### src/rtl/mul_seq_ctrl.sv
// rtl/mul_seq_ctrl.sv - sequential WIDTH x WIDTH multiplier built around one shared 4x4 multiplier
// Walks nibble pairs (i fastest), shift-accumulating each 4x4 partial product into acc.
module mul_seq_ctrl #(
  parameter int WIDTH = 8
) (
  input  logic               clk,
  input  logic               rst_n,
  input  logic               in_valid,
  output logic               in_ready,
  input  logic [WIDTH-1:0]   in_a,
  input  logic [WIDTH-1:0]   in_b,
  output logic               out_valid,
  input  logic               out_ready,
  output logic [2*WIDTH-1:0] product,
  output logic               busy,
  output logic [3:0]         mul_a,
  output logic [3:0]         mul_b,
  input  logic [7:0]         mul_out
);

  localparam int NIB = WIDTH / 4;
  localparam int IW  = (NIB > 2) ? 2 : 1;
  localparam int PW  = 2 * WIDTH;
  localparam logic [IW-1:0] IMAX = IW'(NIB - 1);

  typedef enum logic [1:0] {IDLE, CALC, DONE} state_t;

  state_t          state_q, state_d;
  logic [WIDTH-1:0] a_q, b_q;
  logic [PW-1:0]   acc_q, product_q, term, sum;
  logic [IW-1:0]   i_q, j_q;
  logic [IW:0]     ij;
  logic            last;

  assign last    = (i_q == IMAX) && (j_q == IMAX);
  assign ij      = {1'b0, i_q} + {1'b0, j_q};
  // Partial product weight is 16^(i+j); the 2*WIDTH accumulator cannot overflow.
  assign term    = PW'(mul_out) << {ij, 2'b00};
  assign sum     = acc_q + term;
  assign product = product_q;

  always_ff @(posedge clk or negedge rst_n) begin
    if (!rst_n) state_q <= IDLE;
    else        state_q <= state_d;
  end

  always_comb begin
    state_d = state_q;
    case (state_q)
      IDLE:    if (in_valid)  state_d = CALC;
      CALC:    if (last)      state_d = DONE;
      DONE:    if (out_ready) state_d = IDLE;
      default: state_d = IDLE;
    endcase
  end

  always_comb begin
    in_ready  = 1'b0;
    out_valid = 1'b0;
    busy      = 1'b0;
    mul_a     = 4'h0;
    mul_b     = 4'h0;
    case (state_q)
      IDLE: in_ready = 1'b1;
      CALC: begin
        busy  = 1'b1;
        mul_a = a_q[{i_q, 2'b00} +: 4];
        mul_b = b_q[{j_q, 2'b00} +: 4];
      end
      DONE: begin
        busy      = 1'b1;
        out_valid = 1'b1;
      end
      default: ;
    endcase
  end

  always_ff @(posedge clk or negedge rst_n) begin
    if (!rst_n) begin
      a_q       <= '0;
      b_q       <= '0;
      acc_q     <= '0;
      product_q <= '0;
      i_q       <= '0;
      j_q       <= '0;
    end else begin
      case (state_q)
        IDLE: if (in_valid) begin
          a_q   <= in_a;
          b_q   <= in_b;
          acc_q <= '0;
          i_q   <= '0;
          j_q   <= '0;
        end
        CALC: begin
          acc_q <= sum;
          if (last) product_q <= sum;
          if (i_q == IMAX) begin
            i_q <= '0;
            j_q <= j_q + 1'b1;
          end else begin
            i_q <= i_q + 1'b1;
          end
        end
        default: ;
      endcase
    end
  end

endmodule

### config.mk
export PLATFORM = sky130hd
export DESIGN_NAME = mul_seq_ctrl
export DESIGN_NICKNAME = d
export VERILOG_FILES = /design/src/rtl/mul_seq_ctrl.sv
export SDC_FILE = /design/constraint.sdc
export NUM_CORES = 1
export LEC_CHECK = 0
export BUFFER_PORTS_ARGS = -buffer_cell sky130_fd_sc_hd__buf_4
export CORE_ASPECT_RATIO = 1.2
export CORE_MARGIN = 2
export CORE_UTILIZATION = 50
export DETAILED_ROUTE_END_ITERATION = 8
export GPL_TIMING_DRIVEN = 0
export PLACE_DENSITY = 0.8
export REMOVE_ABC_BUFFERS = 1
export SYNTH_ARGS = -nofsm -noshare
export SYNTH_HDL_FRONTEND = slang
export SYNTH_SLANG_ARGS = --single-unit
### constraint.sdc
create_clock -name clk -period 3.25 [get_ports clk]
set_clock_uncertainty 0.2 [all_clocks]
set_input_delay 0.4875 -clock clk [delete_from_list [all_inputs] [get_ports clk]]
set_output_delay 0.4875 -clock clk [all_outputs]
set_load 0.02 [all_outputs]
==> impl_results.md <==
* Status: finished, violations left
* Failing checks: setup timing
* Synth top area share at 0.430
* Commonest non-fill, non-tap cell in the layout: buf_4
* VDD IR max at 0.571 mV
* Final core occ at 0.634
* Max H-tree Level at 2
* Max-Cap Viols at 0
* Root buf cell: clkbuf_8
* Tcrit/Tclk final at 1.00
* Clk sinks at 52
* GPL Wtd Cong at 0.885
* Syn-to-layout area delta at 24.3%
* Asr flop ratio synth at 1.00
* Post-synthesis adder-cell area fraction at 0.0852
* Die W at 75.0 µm
* DIE HEIGHT at 89.2 µm
* # setup viols final at 1
* Nets at 403
* Synth Area in XOR/XNOR at 0.0318
* Drt first pass iters at 4
* CTS tree: yes
* Synth area leader: dfrtp_1
* PwrDens at 1050 nW/µm²
* Gr usage total at 0.218
* LEAKAGE at 1.80 nW
* Synth top area cells: dfrtp_1, ha_1, mux2_1
* Critical path class: reg -> reg
* Max Fclk at 308 MHz
* Final min period at 3250 ps
* Clock Latency Late Sink at 310 ps
* YS warnings at 0
* Worst slew pin tran at 852 ps
* Relative slew slack at 0.431
* HPWL after DPL at 4.63 mm
* Port Buffers at 54
* Area post-placement at 3480 µm²
* Synth Instances at 295
* # rows at 31
* Final hold violations at 0
* Crit-path cells: ha_4, buf_4, nor2_4, and2_1, ha_1, a31o_1, o21a_2, a2111o_1, buf_6, xor2_1, mux2_2
* DR vias/cell at 5.56
* Clock Pin Slew Worst Setup and Hold Paths at 90 ps
* Core Footprint at 5930 µm²
* Crit end category: register
* Initial antenna violation count at 0
* First-pass GRT wire length at 11.2 mm
* Largest net degree at the start of global routing at 53
* CTS Buf Count at 5
* Worst EP required at 3250 ps
* Sequential-to-total area share from yosys stat at 0.430
* Final Power at 3.96 mW
* Post-synthesis mux area share at 0.139
* Antenna Cells at 0
* Grt ovf at 0
* Final wirelength at 6.54 mm
* Final Max Tran Viols at 0
* Most frequent cells in the layout: buf_4, dfrtp_1, nand2_1
* Top FF cell, synth: dfrtp_1
* Syn avg cell area at 10.3 µm²
* Yosys reg bits at 52
* Placed Cells at 418
* Filler cells at 495
* DR vias at 2,430
* Mapped cell area at 3030 µm²
* CTS Buffer Depth at 2
* Number of buffer and inverter stages on the critical path at 2
* Netlist cell types at 45
* DR iter-0 viols at 172
* Dpl ws at -757 ps
* DR DRC count at 0
* RSZ-0062 raised after global routing: true
* Worst EP arrival at 3250 ps
* CP delay by family, top: compound AO/OA/AOI/OAI gates
* Slowest cell on crit path: dfrtp_2
* Synth Area in Simple Gates at 0.132
* Min-Delay Path Class: in -> async
* Final Instance Count excl. Fillers at 437
* Fin area at 3760 µm²
* Startpoint types: register
* Main combinational cell family by area after synthesis: compound AO/OA/AOI/OAI gates
* CP Max Fanout at 6
* Hold_buf cts at 0
* Vias in the first global route at 2,527
* Wire length per cell at 15.0 µm
* EDFF count, synth at 0
* Post-synthesis compound-gate area fraction at 0.154
* Die area at 6690 µm²
* Fraction of layout cells with a size suffix above 1 at 0.259
* Final worst slack at -1.14 ps
* IO Pins at 55
* Routed Antenna Nets at 0
* Max incr delay on CP at 440 ps
* Initial core utilization at 0.510
## per-stage QoR
stage / hold WS [ps] / TNS [ps]
floorplan: -8.09 / -718
global placement: 269 / -6030
detailed placement: 277 / -6620
CTS: 25.4 / 0
global route: 49.8 / -598
finish: 3.14 / -1.14
## cell usage after synthesis (all sizes together) (2+ instances only)
master,n
dfrtp,52
mux2,25
nand2,25
ha,19
nor2,19
o21ai,19
mux2i,14
a21oi,13
a22o,13
nor2b,11
nand3,10
and2,8
clkbuf,8
inv,7
xnor2,6
buf,5
xor2,5
a211oi,3
a21o,3
nor3,3
a21boi,2
a22oi,2
and3,2
o211ai,2
o21a,2
o31ai,2
## registers in the layout, summed over array words and instances, names as in the netlist
name and cells:
product 16, state_q 2, a_q 8, i_q 1, j_q 1, acc_q 16, b_q 8
## cells by family after synthesis
family,count (synthesis)
simple gates,84
compound gates,69
flops,52
mux,39
buf+inv,20
fa+ha+maj,20
xor+xnor,11
## worst paths after layout
kind                             from  slack (ps)           to  cells after the start
max reg2reg                       i_q          -1  product[11]                     11
max                               i_q          -1  product[11]                     11
min in group clk              in_b[6]         180       b_q[6]                      2
max in group asynchronous       rst_n        2390          j_q                      1
min                             rst_n           3       a_q[2]                      1
min reg2reg                product[9]         290   product[9]                      2
## power by group
part | switching [mW] | leakage, nW | internal (mW)
sequential | 0.158 | 0.643 | 0.941
clock | 0.212 | 0.0642 | 0.303
combinational | 1.28 | 1.10 | 1.07
total | 1.65 | 1.80 | 2.31
## metal layers
metal,vias to the layer above,track usage,wire length (µm)
met1,1164,0.265,2730
li1,1173,-,-
met2,76,0.370,3270
met3,17,0.0462,396
met4,0,0.0942,152
met5,-,0,0
## final cells by class
class | instances | area [µm²] | area share
multi-input cells | 223 | 1700 | 0.452
flip-flops and latches | 52 | 1300 | 0.347
repair buffers | 66 | 499 | 0.133
well taps | 82 | 103 | 0.0273
clock buffers | 5 | 68.8 | 0.0183
clock inverters | 2 | 60.1 | 0.0160
inverters | 7 | 26.3 | 0.00699
## repair_timing
item,in CTS,in global routing
endpoints found under the setup margin,20,13
pin swaps,7,1
gates resized for setup,11,5
setup buffers,10,2
Power figures use the tool's default switching activity.
